File: config.mk
export PLATFORM = sky130hd
export DESIGN_NAME = lsu_seq
export DESIGN_NICKNAME = d
export VERILOG_FILES = /design/src/rtl/lsu_pkg.sv /design/src/rtl/lsu_lane_align.sv /design/src/rtl/lsu_seq.sv
export SDC_FILE = /design/constraint.sdc
export NUM_CORES = 1
export LEC_CHECK = 0
export CAP_MARGIN = 20
export CORE_ASPECT_RATIO = 0.6
export CORE_MARGIN = 2
export CORE_UTILIZATION = 47
export DETAILED_ROUTE_END_ITERATION = 10
export GPL_ROUTABILITY_DRIVEN = 0
export GPL_TIMING_DRIVEN = 0
export PLACE_DENSITY_LB_ADDON = 0.15
export SLEW_MARGIN = 10
export SYNTH_ARGS = -nofsm -noshare
export SYNTH_HDL_FRONTEND = slang
export SYNTH_SLANG_ARGS = --single-unit
File: constraint.sdc
create_clock -name clk -period 2.3 [get_ports clk]
set_input_delay 0.23 -clock clk [delete_from_list [all_inputs] [get_ports clk]]
set_output_delay 0.23 -clock clk [all_outputs]
set_load 0.02 [all_outputs]
File: src/rtl/lsu_pkg.sv
// Shared op encodings, FSM state type and op decode helpers for the load/store sequencer.
package lsu_pkg;

  localparam logic [2:0] OP_B  = 3'b000;
  localparam logic [2:0] OP_H  = 3'b001;
  localparam logic [2:0] OP_W  = 3'b010;
  localparam logic [2:0] OP_BU = 3'b100;
  localparam logic [2:0] OP_HU = 3'b101;

  localparam logic [3:0] MASK_B = 4'b0001;
  localparam logic [3:0] MASK_H = 4'b0011;
  localparam logic [3:0] MASK_W = 4'b1111;

  typedef enum logic [2:0] {IDLE, REQ0, WAIT0, REQ1, WAIT1} state_t;

  function automatic logic [2:0] op_size(input logic [2:0] op);
    case (op[1:0])
      2'b00:   return 3'd1;
      2'b01:   return 3'd2;
      default: return 3'd4;
    endcase
  endfunction

  function automatic logic [3:0] op_base_mask(input logic [2:0] op);
    case (op[1:0])
      2'b00:   return MASK_B;
      2'b01:   return MASK_H;
      default: return MASK_W;
    endcase
  endfunction

  // Stores only support the signed encodings; loads reject 011 and 11x.
  function automatic logic op_illegal(input logic we, input logic [2:0] op);
    if (we)
      return op[2] | (op[1:0] == 2'b11);
    else
      return (op == 3'b011) | (op == 3'b110) | (op == 3'b111);
  endfunction

endpackage

File: src/rtl/lsu_lane_align.sv
// Byte-lane steering: store data/mask placement for either beat, and load merge plus sign/zero extension.
module lsu_lane_align
  import lsu_pkg::*;
#(
  parameter int DATA_WIDTH = 32
) (
  input  logic [2:0]            op,
  input  logic [1:0]            off,
  input  logic                  st_beat1,
  input  logic [DATA_WIDTH-1:0] st_wdata,
  output logic [DATA_WIDTH-1:0] st_data,
  output logic [3:0]            st_mask,
  input  logic                  ld_beat1,
  input  logic [DATA_WIDTH-1:0] ld_rdata,
  input  logic [DATA_WIDTH-1:0] ld_beat0,
  output logic [DATA_WIDTH-1:0] ld_merged,
  output logic [DATA_WIDTH-1:0] ld_result
);

  logic [3:0] base;
  logic [2:0] rem;
  logic [5:0] sh_lo;
  logic [5:0] sh_hi;

  // The second beat carries the bytes that spilled past the word boundary.
  always_comb begin
    base  = op_base_mask(op);
    rem   = 3'd4 - {1'b0, off};
    sh_lo = {1'b0, off, 3'b000};
    sh_hi = {rem, 3'b000};

    if (st_beat1) begin
      st_data = st_wdata >> sh_hi;
      st_mask = base >> rem;
    end else begin
      st_data = st_wdata << sh_lo;
      st_mask = base << off;
    end

    if (ld_beat1)
      ld_merged = ld_beat0 | (ld_rdata << sh_hi);
    else
      ld_merged = ld_rdata >> sh_lo;

    case (op)
      OP_B:    ld_result = {{(DATA_WIDTH-8){ld_merged[7]}}, ld_merged[7:0]};
      OP_H:    ld_result = {{(DATA_WIDTH-16){ld_merged[15]}}, ld_merged[15:0]};
      OP_BU:   ld_result = {{(DATA_WIDTH-8){1'b0}}, ld_merged[7:0]};
      OP_HU:   ld_result = {{(DATA_WIDTH-16){1'b0}}, ld_merged[15:0]};
      default: ld_result = ld_merged;
    endcase
  end

endmodule

File: src/rtl/lsu_seq.sv
// Load/store sequencer between MEM stage and single-port data memory.
// Define LSU_MISALIGNED_SPLIT_EN to service misaligned accesses (split across two beats when crossing).
module lsu_seq
  import lsu_pkg::*;
#(
  parameter int DATA_WIDTH = 32,
  parameter int ADDR_WIDTH = 32
) (
  input  logic                  clk,
  input  logic                  rst_n,
  input  logic                  req_valid,
  output logic                  req_ready,
  input  logic                  req_we,
  input  logic [2:0]            req_op,
  input  logic [ADDR_WIDTH-1:0] req_addr,
  input  logic [DATA_WIDTH-1:0] req_wdata,
  output logic                  rsp_valid,
  output logic [DATA_WIDTH-1:0] rsp_rdata,
  output logic                  rsp_err,
  output logic                  mem_valid,
  input  logic                  mem_ready,
  output logic                  mem_we,
  output logic [ADDR_WIDTH-1:0] mem_addr,
  output logic [DATA_WIDTH-1:0] mem_wdata,
  output logic [3:0]            mem_wmask,
  input  logic                  mem_rvalid,
  input  logic [DATA_WIDTH-1:0] mem_rdata
);

  state_t                state, state_d;
  logic                  we_q, we_d;
  logic [2:0]            op_q, op_d;
  logic [1:0]            off_q, off_d;
  logic                  cross_q, cross_d;
  logic [DATA_WIDTH-1:0] wdata_q, wdata_d;
  logic [DATA_WIDTH-1:0] beat0_q, beat0_d;

  logic                  mem_valid_d, mem_we_d, rsp_valid_d, rsp_err_d;
  logic [ADDR_WIDTH-1:0] mem_addr_d;
  logic [DATA_WIDTH-1:0] mem_wdata_d, rsp_rdata_d;
  logic [3:0]            mem_wmask_d;

  logic                  idle;
  logic [2:0]            req_size;
  logic                  req_misaligned, req_cross, req_bad;
  logic [2:0]            al_op;
  logic [1:0]            al_off;
  logic [DATA_WIDTH-1:0] al_wdata, st_data, ld_merged, ld_result;
  logic [3:0]            st_mask;

  assign idle      = (state == IDLE);
  assign req_ready = idle;

  // While idle the aligner looks at the incoming request; afterwards at the latched one.
  assign al_op    = idle ? req_op : op_q;
  assign al_off   = idle ? req_addr[1:0] : off_q;
  assign al_wdata = idle ? req_wdata : wdata_q;

  lsu_lane_align #(.DATA_WIDTH(DATA_WIDTH)) u_align (
    .op        (al_op),
    .off       (al_off),
    .st_beat1  (!idle),
    .st_wdata  (al_wdata),
    .st_data   (st_data),
    .st_mask   (st_mask),
    .ld_beat1  (state == WAIT1),
    .ld_rdata  (mem_rdata),
    .ld_beat0  (beat0_q),
    .ld_merged (ld_merged),
    .ld_result (ld_result)
  );

  always_comb begin
    req_size       = op_size(req_op);
    req_misaligned = ((req_size == 3'd2) & req_addr[0]) | ((req_size == 3'd4) & (|req_addr[1:0]));
    req_cross      = (({1'b0, req_addr[1:0]} + req_size) > 3'd4);
`ifdef LSU_MISALIGNED_SPLIT_EN
    req_bad = op_illegal(req_we, req_op);
`else
    req_bad = op_illegal(req_we, req_op) | req_misaligned;
`endif
  end

  // Next-state and next-output logic; every output is registered below.
  always_comb begin
    state_d     = state;
    we_d        = we_q;
    op_d        = op_q;
    off_d       = off_q;
    cross_d     = cross_q;
    wdata_d     = wdata_q;
    beat0_d     = beat0_q;
    mem_valid_d = mem_valid;
    mem_we_d    = mem_we;
    mem_addr_d  = mem_addr;
    mem_wdata_d = mem_wdata;
    mem_wmask_d = mem_wmask;
    rsp_valid_d = 1'b0;
    rsp_err_d   = 1'b0;
    rsp_rdata_d = rsp_rdata;

    case (state)
      IDLE: begin
        if (req_valid) begin
          we_d    = req_we;
          op_d    = req_op;
          off_d   = req_addr[1:0];
          cross_d = req_cross;
          wdata_d = req_wdata;
          if (req_bad) begin
            rsp_valid_d = 1'b1;
            rsp_err_d   = 1'b1;
            rsp_rdata_d = '0;
          end else begin
            state_d     = REQ0;
            mem_valid_d = 1'b1;
            mem_we_d    = req_we;
            mem_addr_d  = {req_addr[ADDR_WIDTH-1:2], 2'b00};
            mem_wdata_d = req_we ? st_data : '0;
            mem_wmask_d = req_we ? st_mask : 4'b0000;
          end
        end
      end
      REQ0: begin
        if (mem_ready) begin
          if (!we_q) begin
            state_d     = WAIT0;
            mem_valid_d = 1'b0;
          end else if (cross_q) begin
            state_d     = REQ1;
            mem_addr_d  = mem_addr + ADDR_WIDTH'(4);
            mem_wdata_d = st_data;
            mem_wmask_d = st_mask;
          end else begin
            state_d     = IDLE;
            mem_valid_d = 1'b0;
            rsp_valid_d = 1'b1;
            rsp_rdata_d = '0;
          end
        end
      end
      WAIT0: begin
        if (mem_rvalid) begin
          beat0_d = ld_merged;
          if (cross_q) begin
            state_d     = REQ1;
            mem_valid_d = 1'b1;
            mem_addr_d  = mem_addr + ADDR_WIDTH'(4);
          end else begin
            state_d     = IDLE;
            rsp_valid_d = 1'b1;
            rsp_rdata_d = ld_result;
          end
        end
      end
      REQ1: begin
        if (mem_ready) begin
          mem_valid_d = 1'b0;
          if (we_q) begin
            state_d     = IDLE;
            rsp_valid_d = 1'b1;
            rsp_rdata_d = '0;
          end else begin
            state_d = WAIT1;
          end
        end
      end
      WAIT1: begin
        if (mem_rvalid) begin
          state_d     = IDLE;
          rsp_valid_d = 1'b1;
          rsp_rdata_d = ld_result;
        end
      end
      default: state_d = IDLE;
    endcase
  end

  always_ff @(posedge clk or negedge rst_n) begin
    if (!rst_n) begin
      state     <= IDLE;
      we_q      <= 1'b0;
      op_q      <= 3'b000;
      off_q     <= 2'b00;
      cross_q   <= 1'b0;
      wdata_q   <= '0;
      beat0_q   <= '0;
      mem_valid <= 1'b0;
      mem_we    <= 1'b0;
      mem_addr  <= '0;
      mem_wdata <= '0;
      mem_wmask <= 4'b0000;
      rsp_valid <= 1'b0;
      rsp_err   <= 1'b0;
      rsp_rdata <= '0;
    end else begin
      state     <= state_d;
      we_q      <= we_d;
      op_q      <= op_d;
      off_q     <= off_d;
      cross_q   <= cross_d;
      wdata_q   <= wdata_d;
      beat0_q   <= beat0_d;
      mem_valid <= mem_valid_d;
      mem_we    <= mem_we_d;
      mem_addr  <= mem_addr_d;
      mem_wdata <= mem_wdata_d;
      mem_wmask <= mem_wmask_d;
      rsp_valid <= rsp_valid_d;
      rsp_err   <= rsp_err_d;
      rsp_rdata <= rsp_rdata_d;
    end
  end

endmodule

Yosys cells after proc, flatten, opt, wreduce, memory -nomap -nowiden
Index checks and enable logic that the tools add are counted.
- flip-flop bits (word level): 178
- bits in latches: 0
- memory bits (writable): 0
- bits in read-only memories: 0
- bits of input ports: 105
- output and inout port bits: 105
- memories: 0
- add/subtract/negate cells: 3
- $mul: 0
- div/mod/pow operators: 0
- order comparisons: 1
- equal/unequal tests: 29
- shifts and indexed selects: 6
- multiplexer cells: 72
- bitwise logic cells: 9
- reduce and logical (&&, ||, !) cells: 17
- operators by type and width (cell ; count):
    two-way mux 32 bit ; 25
    case mux 32 bit (5 select lines) ; 1
    case mux 32 bit (4 select lines) ; 1
    case mux 32 bit (3 select lines) ; 1
    case mux 32 bit (2 select lines) ; 1
    adder 32 x 3 -> 32 bit, second input constant ; 1
    OR 32 bit ; 1
    << shifter 32 x 5 -> 32 bit ; 1
    << shifter 32 x 6 -> 32 bit ; 1
    right shift 32 x 5 -> 32 bit ; 1
    right shift 32 x 6 -> 32 bit ; 1
    two-way mux 4 bit ; 7
    two-way mux 3 bit ; 8
    inequality test 2 bit, second input constant ; 12
    two-way mux 1 bit ; 19
    == test 3 bit, second input constant ; 6
    AND reduction 6 bit ; 3
    case mux 4 bit (2 select lines) ; 2
    case mux 3 bit (5 select lines) ; 1
    == test 3 x 2 -> 1 bit, second input constant ; 4
    AND reduction 11 bit ; 1
    AND reduction 8 bit ; 1
    == test 3 x 1 -> 1 bit, second input constant ; 2
    logical NOT 3 bit ; 2
    24 further kinds ; 34

Logic depth before layout (Yosys ltp)
Gate-level depths: netlist of the first run.
- depth in word-level cells: 10
- mapped depth: 10
- gate-level depth less buffers: 7

Hierarchy
From an unflattened synthesis of the first run, not the netlist that was laid out.
- cells, all modules: 1349
- area, all modules: 11304.6 um^2
- by module, submodules not included (module ; instances ; cells an instance ; area an instance (um^2)):
    lsu_seq ; 1 ; 936 ; 8383.0
    lsu_lane_align ; 1 ; 413 ; 2921.6

Worst setup path after synthesis of the first run
No wires, ideal clock.
- path type: reg-to-reg
- from: register state[2]
- to: register rsp_rdata[16]
- setup time: 122 ps
- arrival time: 2276 ps
- data required time: 2178 ps
- setup slack: -97 ps
- stages on the path, launching flop included: 9
- clock period less this slack: 2397 ps
- cells stage by stage: dfrtp_1 buf_6 or4b_1 buf_2 nand2_4 mux2_4 o211ai_2 o211ai_4 a32o_1
- word-level cells in the longest chain between the ends: 10
- ends and longest elaborated chain (element ; line ; text):
    start, declared ; lsu_seq.sv:30 ; state_t state, state_d;
    start signal, assigned ; lsu_seq.sv:197 ; state <= state_d;
    logical NOT 3 bit ; lsu_seq.sv:51, lsu_seq.sv:102 ;
    two-way mux 2 bit ; lsu_seq.sv:56 ; assign al_off = idle ? req_addr[1:0] : off_q;
    subtractor 3 x 2 -> 3 bit ; lsu_lane_align.sv:28 ; rem = 3'd4 - {1'b0, off};
    << shifter 32 x 6 -> 32 bit ; lsu_lane_align.sv:41 ; ld_merged = ld_beat0 | (ld_rdata << sh_hi);
    OR 32 bit ; lsu_lane_align.sv:41 ;
    two-way mux 32 bit ; lsu_lane_align.sv:40 ; if (ld_beat1)
    case mux 32 bit (4 select lines) ; lsu_lane_align.sv:45 ; case (op)
    two-way mux 32 bit ; lsu_seq.sv:145 ; if (cross_q) begin
    two-way mux 32 bit ; lsu_seq.sv:143 ; if (mem_rvalid) begin
    case mux 32 bit (5 select lines) ; lsu_seq.sv:102 ; case (state)
    end signal, assigned ; lsu_seq.sv:211 ; rsp_rdata <= rsp_rdata_d;
    end, declared ; lsu_seq.sv:18 ; output logic [DATA_WIDTH-1:0] rsp_rdata,
Several ways; a longest one is shown, not always the timed one. The select of a mux whose other input is x is not followed.
A chain may end at the register's enable or synchronous reset.

Final worst setup path of the first run
- from: register state[1]
- to: register rsp_rdata[20]
The elaborated chain is that of the path after synthesis.

==> results.txt, run 1 <==
status - finished with violations
failing checks - negative setup slack
R2R cell count - 7
commonest cells after routing, fill and taps aside - clkdlybuf4s50_1 (201), dfrtp_1 (174), nand2_1 (136), a21oi_1 (89), o21ai_0 (69)
reg2reg end - rsp_rdata[20]
Power Density - 1610 mW/mm^2
Critical R2R Launch - state[1]
Layout Utilization - 68.2%
layout cells sized above 1 - 22.8%
Post-Route Setup TNS - -4.55 ns
CTS Buf Count - 17
M2 GR Usage - 45.3%
Max Freq - 398 MHz
die height - 118 um
Mapped Area - 0.0102 mm^2
min cycle time layout - 2.51 ns
Final Hold Vio Count - 0
worst skew pair latency - 0.46 ns
Psw - 11.1 mW
design area - 0.0144 mm^2
initial antenna violation count - 3
Synth Instances - 1081
first-pass GRT wire length - 61600 um
DRT Pass-1 Iters - 8
CP Capture Type - register
GRT met1 Usage - 53.0%
Nets - 1445
sequential power share - 24.4%
Top Ports - 210
WL per Instance - 25.4 um
Worst Setup Path Type - reg2reg
via-per-instance ratio - 6.68
Setup WS pre-CTS - -0.936 ns
# H-tree levels - 4
maxcap violations - 0
Synth area leaders - dfrtp_1 (43%), mux2_2 (6.0%), nand2_1 (5.2%)
Final WS setup - -0.215 ns
Synth warnings - 0
Layout area overhead - 41.6%
final WL - 41300 um
most used routing layer - met1
Clock Skews - 0.0126 ns
Crit Path Max Fanout - 6
Synth top area share - 43.3%
HP Class - in2async
worst vdd ir - 969 uV
met3 Track Usage GR - 15.1%
Sink Count - 176
Sw Share - 47.8%
die footprint - 0.0229 mm^2
most common cell after layout, fill and taps aside - clkdlybuf4s50_1
filler instances - 1717
Slew @ Worst Pin - 0.770 ns
multi-input logic area - 0.00596 mm^2
CP arrival - 2.86 ns
flop-to-flop setup slack - -0.21 ns
# diodes - 0
leakage power - 5.96 nW
RSZ-0062 raised after global routing - true
Final ANT Viol Nets - 0
Yosys top cell by area - dfrtp_1
Clock Root Buffer - clkbuf_16
Sequential Area - 0.00441 mm^2
final period utilization - 109%
Max clock buf depth - 2
Yosys reg bits - 176
Post-synth ARST share - 100%
Core Region - 0.0211 mm^2
Chip Width - 194 um
Setup-failing EPs final - 47
crit path launch type - register
cell area after placement - 0.0127 mm^2
vias in the first global route - 10100
largest net degree at the start of global routing - 66
predominant post-synthesis flop cell - dfrtp_1
Post-synth EDFFs - 0
Clk pin slew, worst setup/hold paths - 0.07 ns
relative slew slack - 48.7%
Initial Util - 48.2%
Max Slew Vio Count - 0
Remaining DRCs - 0
number of I/O port buffers - 205
total power - 23.3 mW
post-synthesis sequential area ratio - 43.3%
Clk pwr share - 13.1%
total grt overflow - 0
Row Count - 41
synthesized area per cell - 9.42 um^2
DRT iter0 DRCs - 1533
Total GRT Usage - 35.2%
DR vias - 10900
Gate power share - 62.5%
Worst EP required - 2.64 ns
DP HPWL - 28800 um
CTS tree - yes
Yosys cell types - 80
Int Pwr - 12.1 mW
-- worst max-delay path by stage --
stage	start	slack, ns	cells after the start	to
floorplan	state[2]	-0.04	8	rsp_rdata[16]
global placement	rst_n	-6.52	1	mem_addr[28]
detailed placement	req_addr[0]	-0.94	8	mem_wdata[31]
CTS	state[1]	-0.14	8	rsp_rdata[30]
global route	state[1]	-0.22	7	rsp_rdata[22]
finish	state[1]	-0.21	7	rsp_rdata[20]
-- metrics by stage --
| step | hold WS, ns | cells |
|---|---|---|
| final | 0.284 | 1629 |
| after global routing | 0.319 | 1629 |
| after CTS | 0.292 | 1628 |
| after detailed placement | 0.167 | 1568 |
| after global placement | 0.457 | 1566 |
| after floorplan | -0.0656 | 1082 |
-- cells in the mapped netlist, drive strengths merged (4+ instances only) --
| cell type | instances |
|---|---|
| dfrtp | 176 |
| mux2 | 55 |
| clkbuf | 52 |
| a31oi | 17 |
| a32o | 11 |
| mux2i | 42 |
| nand2b | 11 |
| a211o | 17 |
| a2bb2oi | 5 |
| nand2 | 142 |
| o221ai | 6 |
| nor3 | 9 |
| nor2 | 71 |
| a21o | 6 |
| a21oi | 105 |
| inv | 10 |
| mux4 | 4 |
| o31ai | 17 |
| o22ai | 21 |
| a311o | 7 |
| o211ai | 7 |
| a221o | 19 |
| buf | 37 |
| nand3 | 31 |
| a32oi | 6 |
| a22o | 16 |
| o22a | 5 |
| a221oi | 15 |
| a211oi | 18 |
| nor2b | 13 |
| nand4 | 4 |
| o21ai | 80 |
-- cell families (layout without fill, tap and decap cells) --
logic type,Yosys count,in the layout,share of synthesized area (%)
and+or+nand+nor,304,305,13.4
muxes,101,101,11.3
DFF,176,176,43.3
buffers and inverters,99,365,4.51
xor gates and xnor gates,2,2,0.172
adders and majority gates,3,3,0.442
other,1,2,0.0368
AOI/OAI and AO/OA,395,396,26.8
-- flip-flops by register name, summed over array words and instances, names as in the netlist --
register / flops
rsp_valid: 1
mem_valid: 1
cross_q: 1
op_q: 3
we_q: 1
rsp_err: 1
rsp_rdata: 32
mem_we: 1
beat0_q: 32
off_q: 2
state: 3
mem_wmask: 4
mem_wdata: 32
mem_addr: 30
wdata_q: 32
-- layout make-up --
| class | count | share of cell area [%] |
|---|---|---|
| buffer | 82 | 4.09 |
| multi-input combinational | 809 | 41.3 |
| timing repair inverter | 1 | 0.0434 |
| tap | 279 | 2.42 |
| sequential | 176 | 30.6 |
| clock inverter | 13 | 1.06 |
| inverter | 10 | 0.312 |
| timing repair buffer | 240 | 17.1 |
| clock buffer | 19 | 3.14 |
-- power by group through the flow --
stage               clock [mW]  combinational, mW  sequential, mW
floorplan                    0               6.44            6.25
global placement             0               11.6            5.58
detailed placement           0               11.7            5.62
CTS                       3.03               13.4            5.60
global route              3.17               15.2            5.82
finish                    3.04               14.6            5.67
-- per-layer routing --
layer | wire (um) | up-vias
li1 | - | 4593
met2 | 16200 | 884
met1 | 17700 | 5286
met4 | 987 | 2
met3 | 6380 | 119
met5 | 8 | -
-- timing repair --
action                     4_1_cts  5_1_grt
gates cloned                     5        0
hold buffers                     1        0
hold endpoints to repair        51        0
buffers inserted                25        6
pin swaps                       22       30
gates resized for setup        152       97
setup endpoints to repair      162      144
-- critical path: stages, from the launching register on --
cell      delay (ns)
dfrtp_2         0.46
or4b_4          0.67
nand2_8         0.12
mux2_4          0.35
o211ai_4        0.19
buf_6           0.16
o211ai_4        0.15
a32o_1          0.30
Note: power is estimated with default switching activity, not from simulation.
==> run 2, diff against run 1 <==
ABC_CLOCK_PERIOD_IN_PS = 2700   (was unset)
CORE_UTILIZATION = 52   (was 47)
TNS_END_PERCENT = 1   (was unset)
clock period = 2.7 ns   (was 2.3 ns; I/O delays follow)
==> run 2 against run 1 <==
The flow still finishes with violations (negative setup slack); sequential share of layout area up 2.6 points; core utilization is 1.2 points higher; global-route usage increased by 1.0 points; die area fell by 9.4%; non-clock buffer count decreased by 27; via count decreased by 3.2%; clock skew decreased by 0.00063 ns; maximum frequency fell by 11%; register-to-register slack better by 0.10 ns; flip-flop and latch count is the same; count of clock-buffer cells in the layout decreased by 1; worst hold slack improved by 0.068 ns; highest routed layer unchanged.
==> results.txt, run 2 (synthesis results as in run 1) <==
via-per-instance ratio - 6.64
vias in the first global route - 9856
RSZ-0062 raised after global routing - true
Layout area overhead - 30.5%
WL per Instance - 23.5 um
total power - 17.7 mW
Core Region - 0.0191 mm^2
Final Hold Vio Count - 0
met2 WL - 14200 um
maxcap violations - 0
layout cells sized above 1 - 12.9%
CTS tree - yes
initial antenna violation count - 1
relative slew slack - 22.2%
WL met1 - 15900 um
flop-to-flop setup slack - -0.11 ns
Remaining DRCs - 0
setup bufs post-CTS - 0
CTS Buf Count - 17
Max clock buf depth - 2
Chip Width - 185 um
CP arrival - 3.13 ns
Total GRT Usage - 36.3%
final WL - 37300 um
total grt overflow - 0
Initial Util - 53.2%
largest net degree at the start of global routing - 90
Sink Count - 176
leakage power - 5.52 nW
CP Capture Type - register
Max Slew Vio Count - 0
worst skew pair latency - 0.45 ns
commonest cells after routing, fill and taps aside - clkdlybuf4s50_1 (203), dfrtp_1 (176), nand2_1 (139), a21oi_1 (103), o21ai_0 (76)
Setup WS pre-CTS - -0.530 ns
die height - 112 um
DRT Pass-1 Iters - 5
met3 wire length - 6360 um
first-pass GRT wire length - 56900 um
Crit Path Max Fanout - 10
Clk pin slew, worst setup/hold paths - 0.08 ns
Slew @ Worst Pin - 1.16 ns
Clock Root Buffer - clkbuf_16
worst vdd ir - 787 uV
Nets - 1415
Clock Skews - 0.0120 ns
min cycle time layout - 2.81 ns
status - finished with violations
Top Ports - 210
Post-Route Setup TNS - -0.692 ns
DP HPWL - 27200 um
crit path launch type - register
Row Count - 39
number of I/O port buffers - 205
Final WS setup - -0.114 ns
Worst EP required - 3.02 ns
HP Class - in2reg
Setup-failing EPs final - 13
Worst Setup Path Type - reg2reg
Final ANT Viol Nets - 0
most common cell after layout, fill and taps aside - clkdlybuf4s50_1
# diodes - 0
Power Density - 1330 mW/mm^2
DRT iter0 DRCs - 1472
# H-tree levels - 4
Max Freq - 355 MHz
die footprint - 0.0208 mm^2
DR vias - 10500
top layer in use - met5
final period utilization - 104%
failing checks - negative setup slack
run 2: changes by cell type in the layout (fill, tap and decap cells not counted), sizes merged:
cell	previous run	this run
nand2	143	142
o211ai	8	7
bufinv	2	1
clkinv	4	2
clkdlybuf4s50	201	203
inv	15	19
clkbuf	66	67
clkinvlp	3	2
dlymetal6s2s	1	0
buf	71	41
run 2: report_power, final:
part | total [mW] | leakage [nW] | internal [mW] | switching [mW]
Combinational | 10.4 | 3.02 | 4.09 | 6.30
Sequential | 4.77 | 2.22 | 3.79 | 0.976
Clock | 2.57 | 0.286 | 1.33 | 1.25
run 2: worst paths after layout:
path                              start             to  depth (start not counted)
min reg2reg                mem_wmask[3]   mem_wmask[3]                          2
min                         req_addr[2]    mem_addr[2]                          3
min in group asynchronous         rst_n  mem_wdata[28]                          2
max reg2reg                    state[2]  mem_wdata[24]                         10
max in group asynchronous         rst_n    mem_addr[6]                          3
max                            state[2]  mem_wdata[24]                         10
run 2: final cells by class:
type	count	area [um^2]
Buffer	88	443
Clock buffer	18	429
Clock inverter	14	164
Fill cell	1552	5840
Inverter	10	42.5
Multi-Input combinational cell	807	5380
Sequential cell	176	4400
Tap cell	266	333
Timing Repair Buffer	207	2090
run 2: per-stage QoR:
stage	area (um^2)	hold WS [ns]	utilization, %	instances
2_1_floorplan	10200	-0.0256	-	1082
5_1_grt	13300	0.371	69.4	1586
6_report	13300	0.352	69.4	1586
4_1_cts	13200	0.351	69.1	1586
3_5_place_dp	12600	0.329	65.9	1554
3_3_place_gp	12600	0.459	65.7	1553
run 2: critical path, stage by stage, from the launching register on:
cell and delay, ns:
dfrtp_1 0.38, buf_6 0.14, or3_1 0.36, buf_4 0.18, buf_6 0.17, buf_2 0.22
buf_2 0.25, a211oi_1 0.26, a211oi_1 0.08, a21oi_1 0.51, o21ai_0 0.15
run 2: repair_timing:
item | in CTS | in global routing
pin swaps | 0 | 1
gates resized for setup | 12 | 24
hold endpoints to repair | 88 | 0
setup endpoints to repair | 39 | 66
hold buffers | 1 | 0
run 2: layer usage:
layer,vias to the layer above,GRT usage (%)
li1,4531,-
met1,5060,54.1
met2,846,46.5
met3,95,16.2
met4,2,11.1
met5,-,0
